<file path="src/rtl/mem_arbiter.sv">
// mem_arbiter: N-channel arbiter that shares one memory-controller port
// between several cache-side requesters (ICache, DCache, ...).
//
// Only one transaction is in flight at a time. The sequence is
// IDLE -> WAIT -> DONE -> IDLE. A winner is selected either round-robin
// (RR_MODE=1) or by fixed priority with the lowest index winning (RR_MODE=0).
// All outputs are registered.
//
// Ports (channel i occupies slice [i*W +: W] of every flattened bus):
//   clk, rst        clock, synchronous active-high reset
//   ch_rw_flag      per-channel request: 0 idle, 1 read, 2 write, 3 reserved (idle)
//   ch_addr         per-channel address
//   ch_write_data   per-channel write data
//   ch_write_mask   per-channel byte mask
//   ch_read_data    per-channel returned read data (updated on read completion)
//   ch_busy         all ones while a transaction is being sequenced
//   ch_done         one-cycle completion pulse to the granted channel
//   mem_rw_flag     request to the memory controller
//   mem_addr        address to the memory controller
//   mem_write_data  write data to the memory controller
//   mem_write_mask  byte mask to the memory controller
//   mem_read_data   read data from the memory controller, valid with mem_done
//   mem_busy        controller busy (informational, not used for decisions)
//   mem_done        one-cycle completion from the memory controller
module mem_arbiter #(
    parameter int NUM_CH  = 2,
    parameter int ADDR_W  = 32,
    parameter int DATA_W  = 32,
    parameter int MASK_W  = 4,
    parameter int FLAG_W  = 2,
    parameter int RR_MODE = 1
) (
    input  logic                       clk,
    input  logic                       rst,
    input  logic [NUM_CH*FLAG_W-1:0]   ch_rw_flag,
    input  logic [NUM_CH*ADDR_W-1:0]   ch_addr,
    input  logic [NUM_CH*DATA_W-1:0]   ch_write_data,
    input  logic [NUM_CH*MASK_W-1:0]   ch_write_mask,
    output logic [NUM_CH*DATA_W-1:0]   ch_read_data,
    output logic [NUM_CH-1:0]          ch_busy,
    output logic [NUM_CH-1:0]          ch_done,
    output logic [FLAG_W-1:0]          mem_rw_flag,
    output logic [ADDR_W-1:0]          mem_addr,
    output logic [DATA_W-1:0]          mem_write_data,
    output logic [MASK_W-1:0]          mem_write_mask,
    input  logic [DATA_W-1:0]          mem_read_data,
    input  logic                       mem_busy,
    input  logic                       mem_done
);

    localparam int GW = (NUM_CH > 1) ? $clog2(NUM_CH) : 1;

    localparam logic [FLAG_W-1:0] FLAG_RD = FLAG_W'(1);
    localparam logic [FLAG_W-1:0] FLAG_WR = FLAG_W'(2);
    localparam logic [NUM_CH-1:0] CH_ONE  = NUM_CH'(1);

    typedef enum logic [1:0] {
        S_IDLE = 2'd0,
        S_WAIT = 2'd1,
        S_DONE = 2'd2
    } state_t;

    state_t          state;
    state_t          next_state;
    logic [GW-1:0]   rr_ptr;
    logic [GW-1:0]   grant;
    logic [GW-1:0]   winner;
    logic [NUM_CH-1:0] req;
    logic            any_req;
    logic            found;
    int              sel_idx;

    // The memory controller's busy flag carries no decision here.
    logic unused_mem_busy;
    assign unused_mem_busy = mem_busy;

    // Pointer that follows a grant, wrapping from NUM_CH-1 back to 0.
    function automatic logic [GW-1:0] ptr_after(input logic [GW-1:0] g);
        if (int'(g) >= NUM_CH - 1) begin
            return '0;
        end
        return g + GW'(1);
    endfunction

    // Only read and write count as requests; the reserved code is idle.
    always_comb begin
        req = '0;
        for (int i = 0; i < NUM_CH; i++) begin
            req[i] = (ch_rw_flag[i*FLAG_W +: FLAG_W] == FLAG_RD) ||
                     (ch_rw_flag[i*FLAG_W +: FLAG_W] == FLAG_WR);
        end
    end

    assign any_req = |req;

    // Winner search: upward from rr_ptr with wrap in round-robin mode,
    // upward from index 0 in fixed-priority mode.
    always_comb begin
        winner  = '0;
        found   = 1'b0;
        sel_idx = 0;
        for (int k = 0; k < NUM_CH; k++) begin
            if (RR_MODE != 0) begin
                sel_idx = int'(rr_ptr) + k;
                if (sel_idx >= NUM_CH) begin
                    sel_idx = sel_idx - NUM_CH;
                end
            end else begin
                sel_idx = k;
            end
            if (!found && req[sel_idx]) begin
                winner = GW'(sel_idx);
                found  = 1'b1;
            end
        end
    end

    // State register
    always_ff @(posedge clk) begin
        if (rst) begin
            state <= S_IDLE;
        end else begin
            state <= next_state;
        end
    end

    // Next-state logic
    always_comb begin
        next_state = state;
        case (state)
            S_IDLE: if (any_req)  next_state = S_WAIT;
            S_WAIT: if (mem_done) next_state = S_DONE;
            S_DONE: next_state = S_IDLE;
            default: next_state = S_IDLE;
        endcase
    end

    // Registered outputs. The request is latched once in IDLE and held
    // through WAIT, so channel-side changes during WAIT have no effect.
    always_ff @(posedge clk) begin
        if (rst) begin
            rr_ptr         <= '0;
            grant          <= '0;
            mem_rw_flag    <= '0;
            mem_addr       <= '0;
            mem_write_data <= '0;
            mem_write_mask <= '0;
            ch_read_data   <= '0;
            ch_busy        <= '0;
            ch_done        <= '0;
        end else begin
            case (state)
                S_IDLE: begin
                    if (any_req) begin
                        grant          <= winner;
                        mem_rw_flag    <= ch_rw_flag[int'(winner)*FLAG_W +: FLAG_W];
                        mem_addr       <= ch_addr[int'(winner)*ADDR_W +: ADDR_W];
                        mem_write_data <= ch_write_data[int'(winner)*DATA_W +: DATA_W];
                        mem_write_mask <= ch_write_mask[int'(winner)*MASK_W +: MASK_W];
                        ch_busy        <= '1;
                    end
                end
                S_WAIT: begin
                    if (mem_done) begin
                        // The latched flag tells reads from writes; writes
                        // leave the channel's read-data slice untouched.
                        if (mem_rw_flag == FLAG_RD) begin
                            ch_read_data[int'(grant)*DATA_W +: DATA_W] <= mem_read_data;
                        end
                        mem_rw_flag <= '0;
                        ch_done     <= CH_ONE << grant;
                    end
                end
                S_DONE: begin
                    ch_done <= '0;
                    ch_busy <= '0;
                    if (RR_MODE != 0) begin
                        rr_ptr <= ptr_after(grant);
                    end
                end
                default: begin
                end
            endcase
        end
    end

endmodule
</file>
<file path="config.mk">
export PLATFORM = sky130hd
export DESIGN_NAME = mem_arbiter
export DESIGN_NICKNAME = d
export VERILOG_FILES = /design/src/rtl/mem_arbiter.sv
export SDC_FILE = /design/constraint.sdc
export NUM_CORES = 1
export LEC_CHECK = 0
export ABC_AREA = 0
export CAP_MARGIN = 20
export CORE_MARGIN = 1
export CORE_UTILIZATION = 39
export DETAILED_ROUTE_END_ITERATION = 8
export PLACE_DENSITY = 0.81
export SYNTH_ARGS = -nofsm -noshare
export SYNTH_HDL_FRONTEND = slang
export SYNTH_SLANG_ARGS = --single-unit
</file>
<file path="constraint.sdc">
create_clock -name clk -period 1.74 [get_ports clk]
set_input_delay 0.174 -clock clk [delete_from_list [all_inputs] [get_ports clk]]
set_output_delay 0.174 -clock clk [all_outputs]
set_load 0.005 [all_outputs]
</file>
Word level (Yosys, flattened, before mapping). Index checks and enable logic that the tools add are counted.

Shifts and indexed selects: 7. Reduce and logical (&&, ||, !) cells: 15. Magnitude comparators: 5. Add/subtract/negate cells: 5. Eq/ne operators: 9. Mux-type cells: 27.

Operators by type and width (number): 64-bit by 7-bit variable part select with 32-bit output (2); 64-bit bitwise mux (1); 32-bit by 3-bit less-than comparator with 1-bit output (second input constant) (2); 32-bit two-way mux (2); 32-bit by 33-bit variable shift with 64-bit output (first input constant) (1); 32-bit by 33-bit variable part select with 64-bit output (1); 6-bit negator with 33-bit output (1); 2-bit one-hot mux with 2 select lines (4); 1-bit two-way mux (14); 2-bit two-way mux (6); 2-bit by 1-bit == test with 1-bit output (second input constant) (4); 2-bit AND reduction (4); 8-bit by 4-bit variable part select with 4-bit output (1); 2-bit == test (second input constant) (3); 3-bit AND reduction (2); 2-bit nonzero test (3); 2-bit inequality test (second input constant) (2); 4-bit by 3-bit variable part select with 2-bit output (1); 1-bit by 2-bit subtractor with 3-bit output (second input constant) (1); 2-bit by 2-bit subtractor with 3-bit output (second input constant) (1); 1-bit by 1-bit adder with 2-bit output (second input constant) (1); 1-bit by 2-bit >= comparator with 1-bit output (second input constant) (1); 2-bit >= comparator (second input constant) (1); 2-bit zero test (1); other kinds (7) (8).

Flip-flop bits (word level): 142. Bits of input ports: 176. Logic and storage cells: 78. Output and inout port bits: 138.

Longest topological paths before layout.
Word-level depth: 12. Mapped depth: 7. Gate-level depth less buffers: 4.

Worst setup path after synthesis. No wires, ideal clock.

Kind: reg-to-reg. Start: reg state[1]. End: reg ch_read_data[60]. Clock period less this slack: 1.520 ns. Required time: 1.607 ns. Path slack: 0.220 ns. Setup time: 0.133 ns. Buffers on the path: 2. Arrival time: 1.388 ns. Cell stages (with the launch flop): 7. Cells stage by stage: dfxtp_1 > nand2b_4 > or4b_1 > clkbuf_1 > buf_2 > nand2_1 > a21oi_1.

Cells in the longest elaborated chain, start to end: 2.

RTL lines: start: declaration (RTL line 63) `state_t state;`; start signal: assignment (RTL line 123) `state <= next_state;`; 2-bit by 1-bit == test with 1-bit output (RTL line 152) `case (state)`; 3-bit AND reduction (no source line); end signal: indexed assignment (RTL line 168) `ch_read_data[int'(grant)*DATA_W +: DATA_W] <= mem_read_data;`; end: declaration (RTL line 39) `output logic [NUM_CH*DATA_W-1:0] ch_read_data,`.

No other way between the ends. A chain may end at the register's enable or synchronous reset.

Worst setup path after layout.
Start: reg mem_rw_flag[1]. End: out mem_rw_flag[1].

RTL lines: start: declaration (RTL line 42) `output logic [FLAG_W-1:0] mem_rw_flag,`; start signal: assignment (RTL line 156) `mem_rw_flag <= ch_rw_flag[int'(winner)*FLAG_W +: FLAG_W];`.

No word-level cell between the ends.

==> key figures <==
Floorplan
  • Number of rows created at floorplan: 43
  • Starting density of the core: 40.2%
  • Chip width: 122 µm
  • Area of the placeable core: 0.0140 mm²
  • I/O Pins: about 310
  • Die area: 0.0149 mm²
  • Height of the chip: 122 µm

Placed design
  • Count of buffers from port buffering: between 300 and 400
  • DP Worst Slack: -0.190 ns
  • Half-perimeter wire length after detailed placement: between 10000 and 15000 µm
  • Dpl cell area: 0.00907 mm²
  • Number of instances in the placed design: about 1200
  • GP Congestion: approximately 0.80

STA
  • Remaining max-slew budget at the tightest pin: 80.0%
  • Transition time at the pin with the least slew margin: 0.299 ns
  • Post-route fraction of the period consumed by the critical path: 92.5%
  • Final hold vios: 0
  • Final number of max-transition violations: 0
  • Setup skew after layout: 0.0147 ns
  • Worst hold slack: 0.100 ns
  • Post-Route Setup TNS: 0 ns
  • RSZ-0062 raised after global routing: false
  • Final worst slack: roughly 0.13 ns
  • Final worst path period need: 1.61 ns
  • Final number of setup-violating endpoints: 0
  • Max Freq: 621 MHz

Route
  • Via density: 5.03
  • Total DRC errors in the routed layout: 0
  • Antenna violation net count after detailed routing: 0
  • Average detailed-routed wire length per instance: 15.7 µm
  • Detailed-route via count: 6103
  • Count of routing violations after the opening detailed-route iteration: around 350
  • Total wire length after detailed routing: ~19000 µm
  • First-pass detailed-route iteration total: 5

Hold path
  • Path type of the worst min-delay path: primary input to flip-flop

Power and ir drop
  • Power Dens Cells: approximately 1000 mW/mm²
  • Leakage component of the power: roughly 3.6 nW
  • Max VDD drop: ~0.67 mV
  • Total Power: 9.75 mW

Logic synthesis
  • Simple-gate share of the synthesized area: 20.8%
  • Number of distinct standard cells referenced by the synthesized netlist: 28
  • Top cell type's share of synthesized area: 50.2%
  • Share of the synthesized area in compound gates (AO/OA/AOI/OAI): 22.7%
  • Portion of netlist area occupied by mux cells: 0%
  • Avg Synthesized Cell Area: 7.86 µm²
  • Sequential element share of the synthesized area: 50.2%
  • Area leader, netlist: dfxtp_1
  • XOR/XNOR share of the synthesized area: 0.601%
  • Adder-cell share of the synthesized area: 0%
  • #FFs+latches synth: 141
  • Post-synthesis net count: 891
  • Warnings from Yosys: 0
  • Combinational family with the most area after synthesis: compound AO/OA/AOI/OAI gates
  • Number of standard cells after synthesis: 715
  • Syn Std Cell Area: 0.00562 mm²
  • Cells taking the most area after synthesis: dfxtp_1, nand2_1, a21oi_1

Clock tree
  • Number of clock sinks: 141
  • CTS Buffer Depth: 2
  • Cell at the root of the clock tree: clkbuf_16
  • Clock tree from TritonCTS: built
  • Buffers inserted by post-CTS timing repair: 0
  • Inserted Clock Buffers: 17
  • CTS clock-pin slew for the worst setup and hold paths: approximately 0.060 ns
  • Number of levels the H-tree was split into: 4
  • Clock latency on the worst-skew pair: 0.43 ns

Critical path
  • Crit start category: flip-flop
  • Worst-path maximum fanout: 4
  • Kind of critical path: flip-flop to output pin
  • Required arrival time at the worst endpoint: 1.57 ns
  • Nature of the critical path endpoint: output pin
  • WP data arrival: 1.44 ns

GRT
  • Number of global-route vias before repair: 5598
  • Total GRT Usage: 25.4%
  • Largest net degree at the start of global routing: 65
  • Total congestion overflow: 0
  • Wire length of the first global-routing pass: ~29000 µm
  • Number of antenna violations at the first check in global routing: 0

Job
  • Reported max-cap violation count: 0

Cells and area
  • Layout-stage area growth over the synthesis result: 72.7%
  • Fin nets: 1197
  • Leading cell type in the layout, fill and taps excluded: clkdlybuf4s50_1
  • Ant diodes: 0
  • Final standard cell area without fillers: 0.00970 mm²
  • Count of placed standard cells in the final layout, fillers left out: 1213
  • Leading cell types in the layout, fill and taps excluded: clkdlybuf4s50_1, nand2_1, dfxtp_1
  • Share of layout cells above drive strength 1: 7.55%
  • Share of the core filled with cells: 69.4%

Run status
  • Status: finished clean
==> worst max-delay path, stage by stage (launching register included) <==
cell and delay, ns:
dfxtp_1 0.33, buf_4 0.16, clkdlybuf4s50_1 0.52
==> synth_stat cells <==
library cell / number
nand2_1: 198
dfxtp_1: 141
a21oi_1: 139
nor2_1: 79
a211oi_1: 68
buf_2: 30
clkbuf_1: 24
buf_4: 5
nand2b_1: 3
nand3_1: 3
a31oi_1: 2
buf_8: 2
nand3b_1: 2
nor2b_1: 2
o21a_1: 2
o21ai_2: 2
o221ai_1: 2
a22oi_1: 1
buf_6: 1
nand2b_4: 1
nor4_2: 1
nor4b_2: 1
or3b_2: 1
or4_1: 1
or4b_1: 1
xnor2_1: 1
xor2_1: 1
xor2_2: 1
==> per-layer routing <==
metal	share of wire [%]	GRT usage (%)	wire, µm	vias up
met5	0	0	0	-
met1	37	27.5	7030	2771
li1	-	-	-	3023
met4	3.1	12.0	589	0
met3	9.6	9.69	1830	40
met2	50	43.6	9560	269
==> logic make-up after synthesis <==
family | after synthesis
buffers and inverters | 62
DFF | 141
and+or+nand+nor | 293
xor gates and xnor gates | 3
AOI/OAI and AO/OA | 216
==> cell type report <==
cell class                 count  area [µm²]
fill                        1122        4280
clock buffer                  21         470
sequential                   141        2820
multi-input combinational    512        2510
tap                          180         225
timing repair buffer         349        3510
clock inverter                10         160
==> registers in the layout, summed over array words and instances (netlist names) <==
register and cells:
rr_ptr 1, ch_busy 1, mem_write_mask 4, ch_done 2, ch_read_data 64, mem_rw_flag 2
state 2, grant 1, mem_addr 32, mem_write_data 32
==> power breakdown <==
| part | switching (mW) | internal [mW] | leakage [nW] |
|---|---|---|---|
| registers | 0.149 | 3.51 | 1.15 |
| logic | 0.966 | 1.23 | 2.16 |
| clock network | 1.39 | 2.51 | 0.310 |
| total | 2.50 | 7.25 | 3.62 |
==> worst paths after layout <==
kind                 endpoint  slack [ns]              from  depth (start not counted)
max            mem_rw_flag[1]        0.13    mem_rw_flag[1]                          2
min               mem_addr[0]        0.10               rst                          2
max reg2reg  ch_read_data[55]        0.18          state[0]                          5
min reg2reg  ch_read_data[58]        0.45  ch_read_data[58]                          2
==> what timing repair did <==
item,in CTS,in global routing
endpoints found under the setup margin,0,14
resized for setup,0,1
hold buffers,0,0
(Power assumes the default switching activity.)
